==> src/rtl/load_store_unit_if.sv <==
`default_nettype none
// ---------------------------------------------------------------------------
// load_store_unit_if : request/response and data-memory signals of the LSU
// Revision 1.0
// ---------------------------------------------------------------------------
interface load_store_unit_if;
  logic        req_valid;
  logic        req_ready;
  logic        req_write;
  logic [2:0]  funct3;
  logic [31:0] addr;
  logic [31:0] store_data;
  logic        resp_valid;
  logic        resp_err;
  logic [31:0] load_data;
  logic        mem_read;
  logic        mem_write;
  logic [31:0] mem_addr;
  logic [31:0] mem_wdata;
  logic [31:0] mem_rdata;

  modport slave (
    input  req_valid, req_write, funct3, addr, store_data, mem_rdata,
    output req_ready, resp_valid, resp_err, load_data,
           mem_read, mem_write, mem_addr, mem_wdata
  );

  modport master (
    output req_valid, req_write, funct3, addr, store_data, mem_rdata,
    input  req_ready, resp_valid, resp_err, load_data,
           mem_read, mem_write, mem_addr, mem_wdata
  );
endinterface
`default_nettype wire

==> src/rtl/load_store_unit.sv <==
`default_nettype none
// ---------------------------------------------------------------------------
// load_store_unit : RV32I byte-addressed load/store onto a word-indexed memory
// Revision 1.0
// ---------------------------------------------------------------------------
module load_store_unit #(
  parameter int WORD_AW    = 5,
  parameter bit ADDR_CHECK = 1'b1
) (
  input  logic             clk,
  input  logic             rst,
  load_store_unit_if.slave bus
);
  typedef enum logic [2:0] {
    S_IDLE  = 3'd0,
    S_RD    = 3'd1,
    S_MERGE = 3'd2,
    S_WR    = 3'd3,
    S_DONE  = 3'd4
  } state_e;

  state_e      state_q, state_d;
  logic [1:0]  off_q, off_d;
  logic [2:0]  f3_q, f3_d;
  logic        wr_q, wr_d;
  logic [15:0] sdata_q, sdata_d;
  logic [31:0] rdata_q, rdata_d;
  logic [31:0] load_data_q, load_data_d;
  logic        resp_err_q, resp_err_d;
  logic [31:0] mem_addr_q, mem_addr_d;
  logic [31:0] mem_wdata_q, mem_wdata_d;

  logic        f3_bad, misaligned, out_of_range, req_err;
  logic [31:0] rd_shift, load_ext, merged;

  always_comb begin
    f3_bad = 1'b1;
    case (bus.funct3)
      3'b000, 3'b001, 3'b010: f3_bad = 1'b0;
      3'b100, 3'b101:         f3_bad = bus.req_write;
      default:                f3_bad = 1'b1;
    endcase
    misaligned   = ((bus.funct3[1:0] == 2'b01) && bus.addr[0]) ||
                   ((bus.funct3[1:0] == 2'b10) && (bus.addr[1:0] != 2'b00));
    out_of_range = ADDR_CHECK && ((bus.addr >> (WORD_AW + 2)) != 32'd0);
    req_err      = f3_bad || misaligned || out_of_range;
  end

  // Load lane extraction works directly on the live read data of the RD cycle
  always_comb begin
    rd_shift = bus.mem_rdata >> {off_q, 3'b000};
    load_ext = bus.mem_rdata;
    case (f3_q)
      3'b000:  load_ext = {{24{rd_shift[7]}}, rd_shift[7:0]};
      3'b001:  load_ext = {{16{rd_shift[15]}}, rd_shift[15:0]};
      3'b100:  load_ext = {24'd0, rd_shift[7:0]};
      3'b101:  load_ext = {16'd0, rd_shift[15:0]};
      default: load_ext = bus.mem_rdata;
    endcase
  end

  always_comb begin
    merged = rdata_q;
    if (f3_q[0]) begin
      if (off_q[1]) merged[31:16] = sdata_q;
      else          merged[15:0]  = sdata_q;
    end else begin
      case (off_q)
        2'd0:    merged[7:0]   = sdata_q[7:0];
        2'd1:    merged[15:8]  = sdata_q[7:0];
        2'd2:    merged[23:16] = sdata_q[7:0];
        default: merged[31:24] = sdata_q[7:0];
      endcase
    end
  end

  always_comb begin
    state_d     = state_q;
    off_d       = off_q;
    f3_d        = f3_q;
    wr_d        = wr_q;
    sdata_d     = sdata_q;
    rdata_d     = rdata_q;
    load_data_d = load_data_q;
    resp_err_d  = resp_err_q;
    mem_addr_d  = mem_addr_q;
    mem_wdata_d = mem_wdata_q;
    case (state_q)
      S_IDLE: begin
        if (bus.req_valid) begin
          off_d      = bus.addr[1:0];
          f3_d       = bus.funct3;
          wr_d       = bus.req_write;
          sdata_d    = bus.store_data[15:0];
          mem_addr_d = 32'(bus.addr[WORD_AW+1:2]);
          if (req_err) begin
            state_d    = S_DONE;
            resp_err_d = 1'b1;
          end else if (bus.req_write && (bus.funct3 == 3'b010)) begin
            state_d     = S_WR;
            mem_wdata_d = bus.store_data;
          end else begin
            state_d = S_RD;
          end
        end
      end
      S_RD: begin
        rdata_d = bus.mem_rdata;
        if (wr_q) begin
          state_d = S_MERGE;
        end else begin
          state_d     = S_DONE;
          resp_err_d  = 1'b0;
          load_data_d = load_ext;
        end
      end
      S_MERGE: begin
        mem_wdata_d = merged;
        state_d     = S_WR;
      end
      S_WR: begin
        state_d    = S_DONE;
        resp_err_d = 1'b0;
      end
      S_DONE:  state_d = S_IDLE;
      default: state_d = S_IDLE;
    endcase
  end

  always_ff @(posedge clk) begin
    if (rst) begin
      state_q     <= S_IDLE;
      off_q       <= 2'd0;
      f3_q        <= 3'd0;
      wr_q        <= 1'b0;
      sdata_q     <= 16'd0;
      rdata_q     <= 32'd0;
      load_data_q <= 32'd0;
      resp_err_q  <= 1'b0;
      mem_addr_q  <= 32'd0;
      mem_wdata_q <= 32'd0;
    end else begin
      state_q     <= state_d;
      off_q       <= off_d;
      f3_q        <= f3_d;
      wr_q        <= wr_d;
      sdata_q     <= sdata_d;
      rdata_q     <= rdata_d;
      load_data_q <= load_data_d;
      resp_err_q  <= resp_err_d;
      mem_addr_q  <= mem_addr_d;
      mem_wdata_q <= mem_wdata_d;
    end
  end

  assign bus.req_ready  = (state_q == S_IDLE);
  assign bus.resp_valid = (state_q == S_DONE);
  assign bus.resp_err   = resp_err_q;
  assign bus.load_data  = load_data_q;
  assign bus.mem_read   = (state_q == S_RD);
  // A reset arriving during WR must not let the write commit on that edge
  assign bus.mem_write  = (state_q == S_WR) && !rst;
  assign bus.mem_addr   = mem_addr_q;
  assign bus.mem_wdata  = mem_wdata_q;
endmodule
`default_nettype wire

==> src/flat_wrapper.sv <==
// flat-port wrapper written by rule: the top's interface ports become plain ports
module load_store_unit_flat 
#(
  parameter int WORD_AW    = 5,
  parameter bit ADDR_CHECK = 1'b1
)
  (clk, rst, bus_req_valid, bus_req_write, bus_funct3, bus_addr, bus_store_data, bus_mem_rdata, bus_req_ready, bus_resp_valid, bus_resp_err, bus_load_data, bus_mem_read, bus_mem_write, bus_mem_addr, bus_mem_wdata);
  load_store_unit_if bus_i ();
  input  logic clk;
  input  logic rst;
  input wire logic [$bits(bus_i.req_valid)-1:0] bus_req_valid;
  input wire logic [$bits(bus_i.req_write)-1:0] bus_req_write;
  input wire logic [$bits(bus_i.funct3)-1:0] bus_funct3;
  input wire logic [$bits(bus_i.addr)-1:0] bus_addr;
  input wire logic [$bits(bus_i.store_data)-1:0] bus_store_data;
  input wire logic [$bits(bus_i.mem_rdata)-1:0] bus_mem_rdata;
  output wire logic [$bits(bus_i.req_ready)-1:0] bus_req_ready;
  output wire logic [$bits(bus_i.resp_valid)-1:0] bus_resp_valid;
  output wire logic [$bits(bus_i.resp_err)-1:0] bus_resp_err;
  output wire logic [$bits(bus_i.load_data)-1:0] bus_load_data;
  output wire logic [$bits(bus_i.mem_read)-1:0] bus_mem_read;
  output wire logic [$bits(bus_i.mem_write)-1:0] bus_mem_write;
  output wire logic [$bits(bus_i.mem_addr)-1:0] bus_mem_addr;
  output wire logic [$bits(bus_i.mem_wdata)-1:0] bus_mem_wdata;
  assign bus_i.req_valid = bus_req_valid;
  assign bus_i.req_write = bus_req_write;
  assign bus_i.funct3 = bus_funct3;
  assign bus_i.addr = bus_addr;
  assign bus_i.store_data = bus_store_data;
  assign bus_i.mem_rdata = bus_mem_rdata;
  assign bus_req_ready = bus_i.req_ready;
  assign bus_resp_valid = bus_i.resp_valid;
  assign bus_resp_err = bus_i.resp_err;
  assign bus_load_data = bus_i.load_data;
  assign bus_mem_read = bus_i.mem_read;
  assign bus_mem_write = bus_i.mem_write;
  assign bus_mem_addr = bus_i.mem_addr;
  assign bus_mem_wdata = bus_i.mem_wdata;
  load_store_unit #(.WORD_AW(WORD_AW), .ADDR_CHECK(ADDR_CHECK)) u_core (.clk(clk), .rst(rst), .bus(bus_i));
endmodule
==> config.mk <==
export PLATFORM = sky130hd
export DESIGN_NAME = load_store_unit_flat
export DESIGN_NICKNAME = d
export VERILOG_FILES = /design/src/rtl/load_store_unit_if.sv /design/src/rtl/load_store_unit.sv /design/src/flat_wrapper.sv
export SDC_FILE = /design/constraint.sdc
export NUM_CORES = 1
export LEC_CHECK = 0
export CAP_MARGIN = 5
export CORE_ASPECT_RATIO = 2
export CORE_UTILIZATION = 51
export CTS_CLUSTER_SIZE = 16
export DETAILED_ROUTE_END_ITERATION = 6
export PLACE_DENSITY = 0.86
export SYNTH_ARGS = -nofsm -noshare
export SYNTH_HDL_FRONTEND = slang
export SYNTH_SLANG_ARGS = --single-unit
export TNS_END_PERCENT = 10
==> constraint.sdc <==
create_clock -name clk -period 5.2 [get_ports clk]
set_input_delay 0.78 -clock clk [delete_from_list [all_inputs] [get_ports clk]]
set_output_delay 0.78 -clock clk [all_outputs]
set_load 0.03 [all_outputs]
== Word level (Yosys, flattened, before mapping) ==
Cells that the tools add are included.
Storage, ports and cells
  word-level logic and storage cells: 77
  output and inout port bits: 101
  register bits: 127
Cells by class
  bitwise logic cells: 1
  shifts and indexed selects: 1
  equal/unequal tests: 20
  mux-type cells: 22
  reduce and logical (&&, ||, !) cells: 23
Operators by type and width (count)
  $mux 32: 4
  $pmux 32 s4: 1
  $pmux 32 s2: 1
  $mux 16: 2
  $mux 8: 4
  $reduce_bool 32->1: 1
  $shr 32x5->16: 1
  $eq 3x3->1 const B: 5
  $pmux 3 s4: 1
  $eq 3x1->1 const B: 3
  $eq 3x2->1 const B: 3
  $logic_not 3->1: 3
  $mux 3: 3
  $reduce_and 4->1: 2
  $ne 2x2->1 const B: 3
  $reduce_or 3->1: 2
  $eq 2x1->1 const B: 2
  $eq 2x2->1 const B: 2
  $logic_and 1x1->1: 4
  $ne 2x1->1 const B: 2
  $reduce_and 2->1: 2
  $reduce_bool 2->1: 2
  $logic_or 1x1->1: 3
  $mux 1: 3
  other kinds (8): 8

== Longest topological paths before layout ==
  depth after elaboration: 8
  mapped depth: 7
  depth with buffers taken out: 5

== Least setup slack after synthesis ==
OpenSTA, ideal clock, no wires.
  path kind: in2out
  start point: input rst
  end point: output bus_mem_write
  arrival time: 1.927 ns
  stages: 3
  setup slack: 2.493 ns
  required time: 4.420 ns
  cell sequence: clkbuf_1 -> buf_1 -> nor3b_1
Between the ends
  word-level cells in the longest chain between the ends: 2
Ends and longest elaborated chain
  start, declared: RTL line flat_wrapper.sv:10  | input logic rst;
  $logic_not 1->1: RTL line load_store_unit.sv:162  | assign bus.mem_write = (state_q == S_WR) && !rst;
  $logic_and 1x1->1: RTL line load_store_unit.sv:162
  end, declared: RTL line flat_wrapper.sv:22  | output wire logic [$bits(bus_i.mem_write)-1:0] bus_mem_write;
Every way passes these cells.

== Worst setup path after layout ==
  start point: register u_core.state_q[2]
  end point: output bus_mem_read
Between the ends
  word-level cells in the longest chain between the ends: 1
Ends and longest elaborated chain
  start, declared: RTL line load_store_unit.sv:22  | state_e state_q, state_d;
  start signal, assigned: RTL line load_store_unit.sv:143  | state_q <= state_d;
  $eq 3x1->1: RTL line load_store_unit.sv:160  | assign bus.mem_read = (state_q == S_RD);
  end, declared: RTL line flat_wrapper.sv:21  | output wire logic [$bits(bus_i.mem_read)-1:0] bus_mem_read;
Every way passes these cells.

==> impl_results.md <==
* TNS Setup at 0 ns
* Dominant cell type by area after synthesis: dfxtp_1
* First-pass GRT wire length at roughly 30000 um
* Layout area overhead at 33.6%
* PwrDens at 284 nW/um2
* Worst EP arrival at 2.70 ns
* Worst path max stage delay at 0.76 ns
* Max-cap viol count at 0
* Outcome: completed
* Placed Area at about 8000 um2
* Fin crit period at between 3 and 4 ns
* Worst-path clk slew at about 0.05 ns
* Area contributors post-synth: dfxtp_1 39%, nand2_1 10%, mux2i_1 7.7%, a21oi_1 5.9%, mux2_2 4.3%
* TritonCTS clock tree: built
* Clk buf depth at 2
* Worst hold path type: reg2reg
* RD Place Congestion at 0.921
* Pin count of the biggest net entering global routing at approximately 110
* Chip height at ~160 um
* EDFF count, synth at 0
* Vias per Instance at between 5 and 6
* Filler cell count at 1002
* Post-route cell area at ~8800 um2
* Mux cell area share after synthesis at between 10% and 20%
* Initial Util at approximately 52%
* Ports at 204
* CP endpoint kind: output port
* Total Routing Usage GR at slightly below 30%
* RSZ-0062 raised after global routing: false
* Crit Path Max Fanout at 34
* Setup Skew at 0.00732 ns
* Synth Flop Type: dfxtp_1
* Register area share after synthesis at 38.6%
* Number of buffers created by CTS at 17
* Final hold vios at 0
* Post-DP HPWL at approximately 14000 um
* Post-CTS setup buffer count at 0
* Die extent in x at just over 80 um
* VDD IR-drop max at 0.000274 V
* Grt ovf at 0
* Antenna violations before repair at 0
* CTS Root Cell: clkbuf_16
* Vias in the first global route at 6172
* Final WL at around 19000 um
* Leak at ~3.4 nW
* # diodes at 0
* Post-DRT Antenna Nets at 0
* Synth Area in Compound Gates at 18.8%
* Post-Synth XOR/XNOR Area at 0%
* Resized Gates After CTS at 0
* Rel. slew slack at 18.3%
* Nature of the critical path startpoint: register
* Post-Synth Simple-Gate Area at 19.6%
* Core area at between 10000 and 15000 um2
* Hold-fix buffers, CTS at 0
* # rows at 58
* DRC Markers at 0
* Top Family by Delay on Critical Path: buffers and inverters
* Routed vias at ~6.2k
* Syn Inst Count at around 800
* Worst path cell trace: nand2b_1 > or2_2 > clkinv_1 > buf_4 > clkdlybuf4s50_1
* Final period util at about two thirds
* Worst Max-Slew Pin Slew at between 1 and 1.5 ns
* Layout cell share with drive strength beyond 1 at 9.01%
* Synth top area share at 38.6%
* Post-synthesis adder-cell area fraction at 0%
* CP bufs+invs at 3
* Kind of critical path: reg2out
* Post-Syn Area at approximately 6600 um2
* Max-slew violations at 0
* Total Nets Final at roughly 1.0k
* Distinct cells, synth at between 40 and 50
* Clock sinks at between 100 and 150
* H-tree depth at 4
* Yosys warns at 0
* Routed length per placed instance at 17.3 um
* Final setup violating endpoints at 0
* Pre-antenna DRT Iters at 5
* Clk_lat worst skew at 0.42 ns
* PortBufs at ~180
* Mean post-synth cell area at just over 8 um2
* Required @ worst endpoint at around 4.4 ns
* DR iter-0 viols at between 400 and 500
* FF+latch count, synth at roughly 130
* FMAX at 287 MHz
* Crit-path slowest cell: clkdlybuf4s50_1
* Die area at 13400 um2
* Main combinational cell family by area after synthesis: simple AND/OR/NAND/NOR gates
* Async SR Flop Fraction at 0%
metal layers:
metal  share of wire [%]  wire length [um]  track usage [%]  up-vias
met5                   0                 0                0        -
met1                  37              7120             32.1     2893
met3                 4.9               932             5.99       77
met4                 6.0              1150             18.7        0
met2                  52              9910             51.4      259
li1                    -                 -                -     3006
sequential cells by signal, summed over array words and instances, names as in the netlist:
name                  count
u_core.rdata_q           32
u_core.bus.load_data     32
u_core.state_q            3
u_core.f3_q               3
u_core.bus.resp_err       1
u_core.bus.mem_addr       5
u_core.bus.mem_wdata     32
u_core.wr_q               1
u_core.off_q              2
u_core.sdata_q           16
cell usage in the layout, fill, tap and decap left out, types with 2 or more instances in the layout:
cell type        instances
nand2_1                184
clkdlybuf4s50_1        175
dfxtp_1                127
a21oi_1                 78
nor2_1                  56
mux2i_1                 51
conb_1                  27
mux2_2                  25
a211oi_1                24
o211ai_1                23
a22oi_1                 21
nor2b_1                 19
nand2b_1                18
o21ai_0                 17
clkbuf_16               17
a211o_1                 16
mux2_4                  14
buf_4                    8
nor4_1                   6
clkinv_2                 4
nor3b_1                  3
clkinvlp_4               3
clkbuf_8                 3
or2_2                    2
inv_1                    2
and2_1                   2
nand4_1                  2
o21a_1                   2
o22a_1                   2
nand3b_1                 2
clkbuf_1                 2
bufinv_16                2
per-stage QoR:
stage / setup slack [ns] / utilization [%] / hold slack, ns / instances / total power (W)
after floorplan: 2.49 / - / 0.436 / 827 / 0.00122
after global placement: 2.17 / 65.4 / 0.443 / 1072 / 0.00133
after detailed placement: 2.15 / 65.4 / 0.448 / 1072 / 0.00134
after CTS: 1.71 / 70.1 / 0.455 / 1104 / 0.00250
after global routing: 1.57 / 70.1 / 0.481 / 1104 / 0.00257
final: 1.72 / 70.1 / 0.456 / 1104 / 0.00250
cell type report:
type	count	area (um2)	area share (%)
Clock buffer	22	474	5.39
Clock inverter	10	111	1.27
Inverter	4	15.0	0.171
Multi-Input combinational cell	608	3660	41.6
Sequential cell	127	2540	28.9
Tap cell	150	188	2.13
Timing Repair Buffer	183	1810	20.6
synthesized netlist by cell type, types with 18 or more instances:
library cell,number
buf_4,29
dfxtp_1,127
mux2i_1,51
a22oi_1,21
o211ai_1,23
a211oi_1,24
nor2_1,56
nand2_1,184
mux2_2,25
a21oi_1,78
nand2b_1,18
nor2b_1,19
clkbuf_1,39
kinds of logic after synthesis:
logic type / count (synthesis)
other: 1
muxes: 91
and+or+nand+nor: 300
DFF: 127
buffers and inverters: 92
AOI/OAI and AO/OA: 190
worst register-to-register path: stages, from the launching register on:
cell	delay (ns)
dfxtp_1	0.86
buf_4	0.43
nand2_1	0.32
mux2_2	0.38
o211ai_1	0.31
a21oi_1	0.12
mux2_4	0.29
power by group:
part | total [W] | internal (W) | switching (W) | leakage (nW)
Combinational | 0.000304 | 0.000139 | 0.000166 | 2.05
Clock | 0.00117 | 0.000740 | 0.000435 | 0.282
Sequential | 0.00102 | 0.000989 | 0.0000281 | 1.03
Total | 0.00250 | 0.00187 | 0.000628 | 3.36
final timing paths:
check / cells past startpoint / to / slack (ns) / start
max: 5 / bus_mem_read / 1.72 / u_core.state_q[2]
min reg2reg: 2 / u_core.rdata_q[4] / 0.46 / u_core.rdata_q[4]
max reg2reg: 6 / u_core.bus.mem_wdata[28] / 2.39 / u_core.off_q[1]
min: 2 / u_core.rdata_q[4] / 0.46 / u_core.rdata_q[4]
Note: power is estimated with default switching activity, not from simulation.
